### config.mk
export PLATFORM = sky130hd
export DESIGN_NAME = jk_latch_driver
export DESIGN_NICKNAME = d
export VERILOG_FILES = /design/src/rtl/jk_latch_driver.sv
export SDC_FILE = /design/constraint.sdc
export NUM_CORES = 1
export LEC_CHECK = 0
export ABC_AREA = 1
export BUFFER_PORTS_ARGS = -buffer_cell sky130_fd_sc_hd__buf_2
export CORE_MARGIN = 2
export CORE_UTILIZATION = 45
export DETAILED_ROUTE_END_ITERATION = 10
export PLACE_DENSITY_LB_ADDON = 0.08
export SLEW_MARGIN = 0
export SYNTH_ARGS = -nofsm -noshare
export SYNTH_HDL_FRONTEND = slang
export SYNTH_SLANG_ARGS = --single-unit
export TNS_END_PERCENT = 100
### constraint.sdc
create_clock -name clk -period 1.9 [get_ports clk]
set_input_delay 0.095 -clock clk [delete_from_list [all_inputs] [get_ports clk]]
set_output_delay 0.095 -clock clk [all_outputs]
set_load 0.01 [all_outputs]
### src/rtl/jk_latch_driver.sv
// jk_latch_driver: command-side controller for a bank of level-sensitive JK
// latch cells. Converts target/toggle requests into per-bit J/K excitation,
// pulses the shared enable, reads back and retries on mismatch.
module jk_latch_driver #(
    parameter int WIDTH     = 8,
    parameter int SETTLE    = 2,
    parameter int MAX_RETRY = 3
) (
    input  logic             clk,
    input  logic             reset,
    input  logic             req_valid,
    output logic             req_ready,
    input  logic             req_toggle,
    input  logic [WIDTH-1:0] req_data,
    input  logic             clr_req,
    output logic [WIDTH-1:0] j,
    output logic [WIDTH-1:0] k,
    output logic             latch_en,
    output logic             latch_rst,
    input  logic [WIDTH-1:0] q,
    output logic             done,
    output logic             err,
    output logic [1:0]       retries
);

    typedef enum logic [2:0] {IDLE, DRIVE, RELEASE, CLEAR, CHECK} state_t;

    localparam int            CW    = (SETTLE > 1) ? $clog2(SETTLE) : 1;
    localparam logic [CW-1:0] CLAST = CW'(SETTLE - 1);
    localparam logic [7:0]    MAXR  = 8'(MAX_RETRY);

    state_t           state, state_nx;
    logic [CW-1:0]    cnt, cnt_nx;
    logic [7:0]       rcnt, rcnt_nx;
    logic [WIDTH-1:0] target, target_nx;
    logic [WIDTH-1:0] j_nx, k_nx;
    logic             en_nx, lrst_r, lrst_nx, done_nx, err_nx;
    logic [1:0]       retries_nx;

    // Bank reset follows controller reset combinationally so both clear together.
    assign latch_rst = reset | lrst_r;
    assign req_ready = (state == IDLE) & ~reset & ~clr_req;

    // Next-state and next-output decode; registered outputs keep their value by default.
    always_comb begin
        state_nx   = state;
        cnt_nx     = cnt;
        rcnt_nx    = rcnt;
        target_nx  = target;
        j_nx       = j;
        k_nx       = k;
        en_nx      = latch_en;
        lrst_nx    = 1'b0;
        done_nx    = 1'b0;
        err_nx     = 1'b0;
        retries_nx = retries;
        case (state)
            IDLE: begin
                j_nx  = '0;
                k_nx  = '0;
                en_nx = 1'b0;
                if (clr_req) begin
                    state_nx  = CLEAR;
                    target_nx = '0;
                    rcnt_nx   = '0;
                    lrst_nx   = 1'b1;
                end else if (req_valid) begin
                    target_nx = req_toggle ? (q ^ req_data) : req_data;
                    rcnt_nx   = '0;
                    cnt_nx    = '0;
                    // Only bits that differ are excited; J and K are never both high.
                    j_nx      = target_nx & ~q;
                    k_nx      = ~target_nx & q;
                    en_nx     = 1'b1;
                    state_nx  = DRIVE;
                end
            end
            DRIVE: begin
                if (cnt == CLAST) begin
                    state_nx = RELEASE;
                    en_nx    = 1'b0;
                    j_nx     = '0;
                    k_nx     = '0;
                end else begin
                    cnt_nx = cnt + 1'b1;
                end
            end
            RELEASE: state_nx = CHECK;
            CLEAR:   state_nx = CHECK;
            CHECK: begin
                if (q == target) begin
                    done_nx    = 1'b1;
                    retries_nx = (rcnt > 8'd3) ? 2'd3 : rcnt[1:0];
                    state_nx   = IDLE;
                end else if (rcnt < MAXR) begin
                    // Re-drive from the fresh readback; also covers a failed clear.
                    rcnt_nx  = rcnt + 8'd1;
                    cnt_nx   = '0;
                    j_nx     = target & ~q;
                    k_nx     = ~target & q;
                    en_nx    = 1'b1;
                    state_nx = DRIVE;
                end else begin
                    err_nx     = 1'b1;
                    retries_nx = (rcnt > 8'd3) ? 2'd3 : rcnt[1:0];
                    state_nx   = IDLE;
                end
            end
            default: state_nx = IDLE;
        endcase
    end

    // State register and registered outputs; reset abandons any partial write.
    always_ff @(posedge clk) begin
        if (reset) begin
            state    <= IDLE;
            cnt      <= '0;
            rcnt     <= '0;
            target   <= '0;
            j        <= '0;
            k        <= '0;
            latch_en <= 1'b0;
            lrst_r   <= 1'b0;
            done     <= 1'b0;
            err      <= 1'b0;
            retries  <= '0;
        end else begin
            state    <= state_nx;
            cnt      <= cnt_nx;
            rcnt     <= rcnt_nx;
            target   <= target_nx;
            j        <= j_nx;
            k        <= k_nx;
            latch_en <= en_nx;
            lrst_r   <= lrst_nx;
            done     <= done_nx;
            err      <= err_nx;
            retries  <= retries_nx;
        end
    end

endmodule

======== Word level (Yosys, flattened, before mapping) ========
Cells that the tools add are included.
word-level totals
  word-level logic and storage cells ...... 99
  register bits after elaboration ......... 42
  input bits .............................. 21
cells by class
  reduce and logical (&&, ||, !) cells .... 14
  add/sub/neg operators ................... 2
  equality and inequality tests ........... 12
  mux-type cells .......................... 43
  order comparisons ....................... 2
  bitwise operators ....................... 15
operators with widths
  cell                                                        number
  2-to-1 mux 8 bit                                            16
  case mux 8 bit (3 select lines)                             2
  AND 8 bit                                                   4
  inverter 8 bit                                              3
  case mux 8 bit (2 select lines)                             1
  2-to-1 mux 1 bit                                            15
  != test 2 bit, second input constant                        6
  case mux 3 bit (4 select lines)                             1
  2-to-1 mux 3 bit                                            3
  adder 8 x 1 -> 8 bit, second input constant                 1
  equality test 8 bit                                         1
  > comparator 8 x 2 -> 1 bit, second input constant          1
  less-than comparator 8 x 2 -> 1 bit, second input constant  1
  AND reduction 4 bit                                         2
  bitwise XOR 8 bit                                           1
  equality test 3 x 2 -> 1 bit, second input constant         2
  2-to-1 mux 2 bit                                            3
  case mux 1 bit (3 select lines)                             2
  AND reduction 2 bit                                         3
  OR reduction 2 bit                                          3
  AND reduction 5 bit                                         1
  inverter 1 bit                                              4
  nonzero test 2 bit                                          2
  equality test 3 x 1 -> 1 bit, second input constant         1
  8 further kinds                                             9

======== Logic depth before layout (Yosys ltp) ========
Gate-level depths: netlist (run 1).
  depth after elaboration ................. 7
  mapped depth ............................ 12

======== Least setup slack after synthesis (run 1) ========
No wires, ideal clock.
  path type ............................... reg-to-reg
  start point ............................. register target[2]
  end point ............................... register k[2]
  path buffers ............................ 1
  required time ........................... 1.785 ns
  library setup time ...................... 0.115 ns
  stages on the path, launching flop included .. 10
  arrival time ............................ 1.277 ns
  slack ................................... 0.508 ns
  period minus slack after synthesis ...... 1.392 ns
  cell sequence ........................... dfxtp_1 ha_1 nand2_1 nor2_1 nand2_1 nand2_1 nand2_4 buf_4 a21oi_1 nor2_1
on the way
  cells in the longest elaborated chain, start to end .. 5
  elaborated cells on any way between the ends .. 8
  those cells by class .................... eq/ne: 2; mux: 3; bitwise: 2; reduce/logical: 1
ends and longest elaborated chain
  what                             RTL line  text
  start, declared                  35        logic [WIDTH-1:0] target, target_nx;
  start signal, assigned           131       target <= target_nx;
  inverter 8 bit                   100       k_nx = ~target & q;
  AND 8 bit                        100
  2-to-1 mux 8 bit                 95        end else if (rcnt < MAXR) begin
  2-to-1 mux 8 bit                 91        if (q == target) begin
  case mux 8 bit (3 select lines)  57        case (state)
  end signal, assigned             133       k <= k_nx;
  end, declared                    17        output logic [WIDTH-1:0] k,
Several ways; a longest one is shown, not always the timed one. The select of a mux whose other input is x is not followed.
A chain may end at the register's enable or synchronous reset.

======== Worst setup path after layout (run 1) ========
  start point ............................. register target[4]
  end point ............................... register k[3]
on the way
  cells in the longest elaborated chain, start to end .. 3
ends and longest elaborated chain
  what                                  RTL line
  equality test 8 bit                   91
  != test 2 bit (no source line)        --
  AND reduction 4 bit (no source line)  --
No other way between the ends.

==> impl_metrics.yaml, run 1 <==
status:
  status: "finished, final reports clean"
hold_path:
  whs_path_depth: 2
  hold_end: "rcnt[2]"
  hold_path_startpoint: "reset"
  worstHoldPathType: "input pin to register"
floorplan:
  die_area_um2: 5790
  num_rows: 26
  start_util_pct: 46.1
  die_h_um: 76.1
  ioPinCount: 44
  die_w_um: 76.1
  core_area_um2: 5070
clocking:
  cts_hold_buf: 0
  clkSinkCount: 42
  cts_setup_buffers: 0
  clkTransAtPathRegs_ns: 0.08
  cts.repair.resized: 0
  clock_latency_ns: 0.30
  htree_num_levels: 2
  cts_root_buf: "clkbuf_8"
  clockBufferDepth: 2
  cts_tree: "built"
  cts_buffers: 5
synth:
  synth_area_leader_cell: "dfxtp_1"
  ys_ff_latch: 42
  synth_top_cell_area_share_pct: 36.0
  netlist_area_um2: 2340
  yosys_warnings: 0
  syn_area_per_cell_um2: 7.06
  ys_seq_area_share_pct: 36.0
  postSynth.asyncResetShare_pct: 0
  synth_cells: 331
  synthDistinctLibCells: 32
  synthTopCellsByArea: "dfxtp_1 (36%), nand2_1 (15%), ha_1 (9.6%)"
  synth-edff-count: 0
  synth_fp_nets: 370
  synth_flop_cell: "dfxtp_1"
power:
  leakage_nw: 1.35
  vdd_drop_max_mv: 0.590
  power_density_nw_per_um2: 1190
grt:
  grt.overflow.total: 0
  track_usage_pct: 19.2
  grt_pass1_vias: 1822
  grt_first_pass_wirelength_um: 8880
  antenna_found_initial: 0
  grt_max_degree: 23
drt:
  drc: 0
  drt_first_pass_iters: 4
  ant_nets: 0
  wl_per_cell_um: 12.2
  via_count: 2111
  drtIter0Drc: 122
  routed_wl_um: 5410
  avgViaCountPerCell: 4.75
sta:
  max_freq_mhz: 595
  tns_ns: 0
  hold_viol_final: 0
  worstMarginPinSlew_ns: 0.350
  finClkSkew_ns: 0.00374
  hold_ws_ns: 0.0699
  slew_viol_final: 0
  final-setup-viol-count: 0
  fin_crit_sh_pct: 88.5
  period_needed_ns: 1.68
  relSlewSlack_pct: 76.6
  rsz0062_at_grt: "no"
worst_setup_path:
  regToRegEndpoint: "k[3]"
  cp.required_ns: 2.10
  r2r_cells: 10
  crit_type: "register to register"
  r2r_slack_ns: 0.22
  critPathCaptureType: "register"
  r2r_start: "target[4]"
  worst_setup_path_start_kind: "register"
  critPathMaxFanout: 22
  crit_arrival_ns: 1.88
cells_and_area:
  fillers: 528
  utilization_pct: 53.2
  nNetsFinal: 412
  layout-drive-gt1-share_pct: 17.6
  layout_commonest_cell: "nand2_1"
  final_cell_mix: "nand2_1 (95), buf_2 (43), dfxtp_1 (42), inv_1 (36), nor2_1 (33)"
  syn_to_final_growth_pct: 15.6
  antennaDiodeCount: 0
flow_run:
  cap_violations: 0
placed_design:
  dp_hpwl_um: 3950
  port_buffers: 43
  gp_congestion: 0.784
==> worst max-delay path, cell delays in order, from the launching register on <==
cell and delay (ns):
dfxtp_1 0.33, ha_1 0.27, nand2_1 0.05, nor2_1 0.14
nand2_1 0.09, nand2_1 0.14, nand2_4 0.15, nand2_4 0.23
nand2_1 0.08, nand2_1 0.06, nor2_1 0.04
==> how the worst max path moves through the flow <==
stage                         start  cells past startpoint   end  slack, ns
final                     target[4]                     10  k[3]       0.22
after global routing      target[4]                      9  j[3]       0.07
after CTS                 target[0]                     10  k[0]       0.23
after detailed placement  target[0]                     10  k[0]       0.25
after global placement    target[0]                     10  k[6]       0.26
after floorplan           target[2]                      9  k[2]       0.51
==> where the power goes <==
part	switching (W)	internal, W	total, W
Combinational	0.000953	0.000442	0.00140
Sequential	0.0000839	0.00103	0.00112
Clock	0.000318	0.000394	0.000712
==> registers in the layout, indices dropped and copies added, names as in the netlist, 2 cells and up <==
register,flops
j,8
retries,2
target,8
rcnt,8
state,3
k,8
==> through the flow <==
| stage | std cells | area [µm²] | setup slack (ns) | power, W |
|---|---|---|---|---|
| 5_1_grt | 444 | 2700 | 0.0692 | 0.00347 |
| 2_1_floorplan | 331 | 2340 | 0.508 | 0.00230 |
| 3_5_place_dp | 436 | 2590 | 0.255 | 0.00252 |
| 3_3_place_gp | 436 | 2590 | 0.258 | 0.00251 |
| 4_1_cts | 444 | 2700 | 0.229 | 0.00325 |
| 6_report | 444 | 2700 | 0.219 | 0.00322 |
==> per-layer routing <==
layer,global-route usage [%],vias to the layer above,share of wire (%),wire length [µm]
met5,0,-,0,0
met4,6.36,0,0.85,46
met3,3.55,5,5.9,320
met2,27.8,58,42,2260
met1,28.8,904,52,2790
li1,-,1144,-,-
==> cell families (layout without fill, tap and decap cells) <==
| family | Yosys count | count (layout) | synth area share (%) |
|---|---|---|---|
| flip-flops | 42 | 42 | 36.0 |
| adder cells (fa/ha/maj) | 18 | 18 | 9.64 |
| buffers and inverters | 48 | 91 | 9.15 |
| XOR/XNOR | 3 | 3 | 1.12 |
| AND/OR/NAND/NOR | 173 | 173 | 32.5 |
| AO/OA/AOI/OAI | 47 | 47 | 11.6 |
==> cell type report <==
cell class                      instances  area (µm²)  area share [%]
Clock buffer                            5        68.8            2.55
Clock inverter                          3        43.8            1.62
Sequential cell                        42         841            31.1
Timing Repair Buffer                   45         230            8.52
Inverter                               38         148            5.47
Tap cell                               70        87.6            3.24
Multi-Input combinational cell        241        1280            47.5
==> cell usage after synthesis, types with 3 or more instances <==
cell,instances
buf_4,3
a21o_1,4
inv_1,36
xor2_1,3
o22ai_1,4
nand2_1,95
o21ai_0,13
nor2_1,33
ha_1,18
clkbuf_1,3
nand3_1,20
a21oi_1,18
a21boi_0,3
o21ai_1,3
dfxtp_1,42
nor2_2,3
nor3_1,10
No activity file was read; power rests on OpenSTA's default activity.
==> inputs of run 2 (changes only) <==
--- a/config.mk
+++ b/config.mk
@@ -6,10 +6,10 @@
 export NUM_CORES = 1
 export LEC_CHECK = 0
 export ABC_AREA = 1
-export BUFFER_PORTS_ARGS = -buffer_cell sky130_fd_sc_hd__buf_2
 export CORE_MARGIN = 2
 export CORE_UTILIZATION = 45
 export DETAILED_ROUTE_END_ITERATION = 10
+export DONT_BUFFER_PORTS = 1
 export PLACE_DENSITY_LB_ADDON = 0.08
 export SLEW_MARGIN = 0
 export SYNTH_ARGS = -nofsm -noshare
==> impl_metrics.yaml, run 2 (synthesis results as in run 1) <==
grt:
  grt.overflow.total: 0
  use_met1_pct: 28.4
  grt.met2_usage_pct: 28.7
  track_usage_pct: 20.0
  grt-busiest-layer: "met2"
  grt_max_degree: 23
  use_met3_pct: 7.11
  grt_first_pass_wirelength_um: 9180
  antenna_found_initial: 0
  grt_pass1_vias: 1830
cells_and_area:
  final_cell_mix: "nand2_1 (95), dfxtp_1 (42), inv_1 (36), nor2_1 (33), nand3_1 (20)"
  nNetsFinal: 369
  layout_commonest_cell: "nand2_1"
  design_area_um2: 2470
  syn_to_final_growth_pct: 5.57
  antennaDiodeCount: 0
  layout-drive-gt1-share_pct: 6.34
  fin_cells: 401
placed_design:
  gp_congestion: 0.754
  placed_cells_incl_taps: 392
  port_buffers: 0
  preCtsSetupSlack_ns: 0.283
  dp_hpwl_um: 4010
  postPlaceCellArea_um2: 2370
power:
  internal_power_w: 0.00171
  leakage_nw: 1.14
  power_density_nw_per_um2: 1220
  share_comb_of_total_power_pct: 41.2
  p_clk_share_pct: 20.3
  seqPwrFrac_pct: 38.5
  switching_share_pct: 43.4
  switchingPower_w: 0.00131
  vdd_drop_max_mv: 0.459
floorplan:
  core_area_um2: 5070
  die_h_um: 76.1
  num_rows: 26
  die_area_um2: 5790
  ioPinCount: 44
  start_util_pct: 46.1
  die_w_um: 76.1
sta:
  finClkSkew_ns: 0.00901
  rsz0062_at_grt: "no"
  hold_viol_final: 0
  period_needed_ns: 1.63
  relSlewSlack_pct: 53.8
  final-setup-viol-count: 0
  post-route-worst-setup-slack_ns: 0.270
  worstMarginPinSlew_ns: 0.691
  max_freq_mhz: 614
  tns_ns: 0
  fin_crit_sh_pct: 85.8
  slew_viol_final: 0
clocking:
  cts_root_buf: "clkbuf_8"
  clockBufferDepth: 2
  cts_tree: "built"
  clkTransAtPathRegs_ns: 0.09
  clkSinkCount: 42
  htree_num_levels: 2
  cts_setup_buffers: 0
  clock_latency_ns: 0.30
  cts.repair.resized: 0
  cts_buffers: 5
  cts_hold_buf: 1
flow_run:
  cap_violations: 0
worst_setup_path:
  critPathMaxFanout: 22
  crit_arrival_ns: 1.85
  cp.required_ns: 2.12
  worst_setup_path_start_kind: "register"
  critPathCaptureType: "register"
  crit_type: "register to register"
drt:
  drc: 0
  ant_nets: 0
  wl_per_cell_um: 13.6
  avgViaCountPerCell: 4.95
  routed_wl_um: 5450
  drtIter0Drc: 129
  drt_first_pass_iters: 4
  via_count: 1983
hold_path:
  worstHoldPathType: "input pin to register"
status:
  status: "finished, final reports clean"
-- run 2: cell types whose count changed in the layout (fill, tap and decap cells not counted), sizes merged --
cell | before | now
dlygate4sd3 | 0 | 1
bufinv | 1 | 0
inv | 37 | 36
clkbuf | 5 | 7
buf | 45 | 1
-- run 2: final timing paths --
kind         startpoint        end  slack, ns  cells past startpoint
max           target[2]       j[3]       0.27                      9
max reg2reg   target[2]       j[3]       0.27                      9
min                q[4]  target[4]      0.009                      2
min reg2reg     rcnt[7]    rcnt[7]       0.44                      2
-- run 2: per-layer routing --
| layer | part of all wire, % | wire, µm |
|---|---|---|
| met1 | 51 | 2800 |
| met4 | 0.81 | 44 |
| met5 | 0 | 0 |
| met3 | 7.1 | 385 |
| met2 | 41 | 2220 |
-- run 2: critical path: stages, from the launching register on --
cell and delay [ns]:
dfxtp_1 0.32, ha_1 0.27, nand2_1 0.05, nor2_1 0.10, nand2_1 0.09, nand2_1 0.13
nand2_4 0.14, nand2_4 0.23, nand2_1 0.09, a21oi_1 0.13
-- run 2: power by group through the flow --
stage | Combinational (W) | Clock, W | Sequential [W]
3_5_place_dp | 0.00123 | 0 | 0.00118
5_1_grt | 0.00145 | 0.000667 | 0.00118
4_1_cts | 0.00125 | 0.000626 | 0.00116
6_report | 0.00124 | 0.000612 | 0.00116
2_1_floorplan | 0.00115 | 0 | 0.00116
3_3_place_gp | 0.00123 | 0 | 0.00118
-- run 2: stage by stage --
step / total power (W) / util [%] / hold WS (ns)
after floorplan: 0.00230 / - / 0.218
after global placement: 0.00241 / 46.6 / 0.168
after detailed placement: 0.00242 / 46.6 / 0.170
after CTS: 0.00304 / 48.6 / 0.00738
after global routing: 0.00329 / 48.6 / 0.0139
final: 0.00301 / 48.6 / 0.00914
-- run 2: final cells by class --
class,count,area (µm²)
fillers,558,2610
clock buffers,7,86.3
inverters,38,148
well taps,70,87.6
clock inverters,1,5.00
repair buffers,2,17.5
multi-input cells,241,1280
flip-flops and latches,42,841
==> inputs of run 3 (changes only) <==
--- a/config.mk
+++ b/config.mk
@@ -6,8 +6,10 @@
 export NUM_CORES = 1
 export LEC_CHECK = 0
 export ABC_AREA = 1
+export CELL_PAD_IN_SITES_DETAIL_PLACEMENT = 1
+export CELL_PAD_IN_SITES_GLOBAL_PLACEMENT = 2
 export CORE_MARGIN = 2
-export CORE_UTILIZATION = 45
+export CORE_UTILIZATION = 37
 export DETAILED_ROUTE_END_ITERATION = 10
 export DONT_BUFFER_PORTS = 1
 export PLACE_DENSITY_LB_ADDON = 0.08
==> constraint.sdc (replaced) <==
create_clock -name clk -period 2 [get_ports clk]
set_input_delay 0.1 -clock clk [delete_from_list [all_inputs] [get_ports clk]]
set_output_delay 0.1 -clock clk [all_outputs]
set_load 0.01 [all_outputs]
==> impl_metrics.yaml, run 3 (synthesis results as in run 1) <==
sta:
  finClkSkew_ns: 0.0125
  period_needed_ns: 1.68
  hold_viol_final: 0
  final-setup-viol-count: 0
  fin_crit_sh_pct: 83.8
  tns_ns: 0
  worstMarginPinSlew_ns: 0.678
  max_freq_mhz: 597
  relSlewSlack_pct: 54.7
  post-route-worst-setup-slack_ns: 0.324
  hold_ws_ns: 0.0151
  rsz0062_at_grt: "no"
  slew_viol_final: 0
drt:
  top_layer_used: "met4"
  drt_first_pass_iters: 4
  met3_length_um: 343
  routed_wl_um: 6280
  ant_nets: 0
  route.met2.wl_um: 2540
  wl_met1_um: 3330
  drc: 0
  via_count: 2036
  avgViaCountPerCell: 4.99
  wl_per_cell_um: 15.4
  drtIter0Drc: 54
placed_design:
  placed_cells_incl_taps: 398
  dp_hpwl_um: 4720
  preCtsSetupSlack_ns: 0.315
  gp_congestion: 0.741
  port_buffers: 0
cells_and_area:
  antennaDiodeCount: 0
  utilization_pct: 42.1
  nNetsFinal: 371
  syn_to_final_growth_pct: 8.57
  fin_cells: 408
  layout_commonest_cell: "nand2_1"
  layout-drive-gt1-share_pct: 6.91
  final_cell_mix: "nand2_1 (95), dfxtp_1 (42), inv_1 (36), nor2_1 (33), nand3_1 (20)"
floorplan:
  die_w_um: 83.5
  core_area_um2: 6030
  die_area_um2: 6970
  die_h_um: 83.5
  start_util_pct: 38.8
  ioPinCount: 44
  num_rows: 28
clocking:
  clkTransAtPathRegs_ns: 0.09
  cts_tree: "built"
  cts_setup_buffers: 0
  cts.repair.resized: 0
  clkSinkCount: 42
  htree_num_levels: 2
  clock_latency_ns: 0.30
  cts_buffers: 5
  clockBufferDepth: 2
  cts_root_buf: "clkbuf_8"
status:
  status: "finished, final reports clean"
hold_path:
  hold_path_startpoint: "q[7]"
  worstHoldPathType: "input pin to register"
worst_setup_path:
  r2r_start: "target[3]"
  crit_start: "target[3]"
  cp.required_ns: 2.19
  crit_type: "register to register"
  critPathMaxFanout: 22
  worst_setup_path_start_kind: "register"
  crit_arrival_ns: 1.87
  critPathCaptureType: "register"
grt:
  antenna_found_initial: 0
  track_usage_pct: 18.6
  grt.overflow.total: 0
  grt_pass1_vias: 2001
  grt_max_degree: 23
  grt_first_pass_wirelength_um: 10300
power:
  internal_power_w: 0.00187
  seqPwrFrac_pct: 34.8
  share_comb_of_total_power_pct: 39.5
  switching_share_pct: 41.0
  switchingPower_w: 0.00130
  p_clk_share_pct: 25.7
  vdd_drop_max_mv: 0.506
  leakage_nw: 1.17
  power_density_nw_per_um2: 1250
flow_run:
  cap_violations: 0
-- run 3: cell types whose count changed in the layout (fill, tap and decap cells not counted) --
cell / delta
clkbuf_8: -1
clkinv_4: +1
clkinv_2: -1
clkbuf_1: -1
buf_4: +1
dlygate4sd3_1: +1
bufinv_16: +2
-- run 3: cell type report --
type                    instances  area, µm²
repair buffers                  4       35.0
clock inverters                 3       68.8
well taps                      75       93.8
fillers                       809       3490
clock buffers                   5       68.8
inverters                      38        148
flip-flops and latches         42        841
multi-input cells             241       1280
-- run 3: power by group through the flow --
stage               Sequential [W]  Clock, W  Combinational, W
floorplan                  0.00110         0           0.00109
global placement           0.00112         0           0.00124
detailed placement         0.00112         0           0.00126
CTS                        0.00110  0.000836           0.00128
global route               0.00112  0.000871           0.00146
finish                     0.00110  0.000814           0.00125
-- run 3: worst paths after layout --
| path | slack [ns] | to | cells after the start |
|---|---|---|---|
| setup / recovery | 0.32 | k[5] | 10 |
| hold / removal | 0.02 | target[7] | 2 |
| setup reg to reg | 0.32 | k[5] | 10 |
| hold reg to reg | 0.44 | rcnt[7] | 2 |
-- run 3: routing by layer --
| layer | track usage, % | vias to the layer above |
|---|---|---|
| met2 | 27.0 | 37 |
| met5 | 0 | - |
| met4 | 4.99 | 0 |
| li1 | - | 1058 |
| met3 | 3.56 | 5 |
| met1 | 27.9 | 936 |
-- run 3: repair_timing --
item / CTS / global route
endpoints found under the setup margin: 0 / 0
hold buffers: 2 / 0
hold endpoints to repair: 18 / 0
-- run 3: worst max-delay path: stages (launching register included) --
cell	delay [ns]
dfxtp_1	0.32
ha_1	0.30
nand2_1	0.06
nor2_1	0.10
nand2_1	0.09
nand2_1	0.13
nand2_4	0.14
nand2_4	0.23
nand2_1	0.07
nand2_1	0.06
nor2_1	0.04
-- run 3: stage by stage --
step	total power [W]	instance area [µm²]
2_1_floorplan	0.00219	2340
3_5_place_dp	0.00239	2380
5_1_grt	0.00345	2540
6_report	0.00317	2540
3_3_place_gp	0.00236	2380
4_1_cts	0.00322	2540
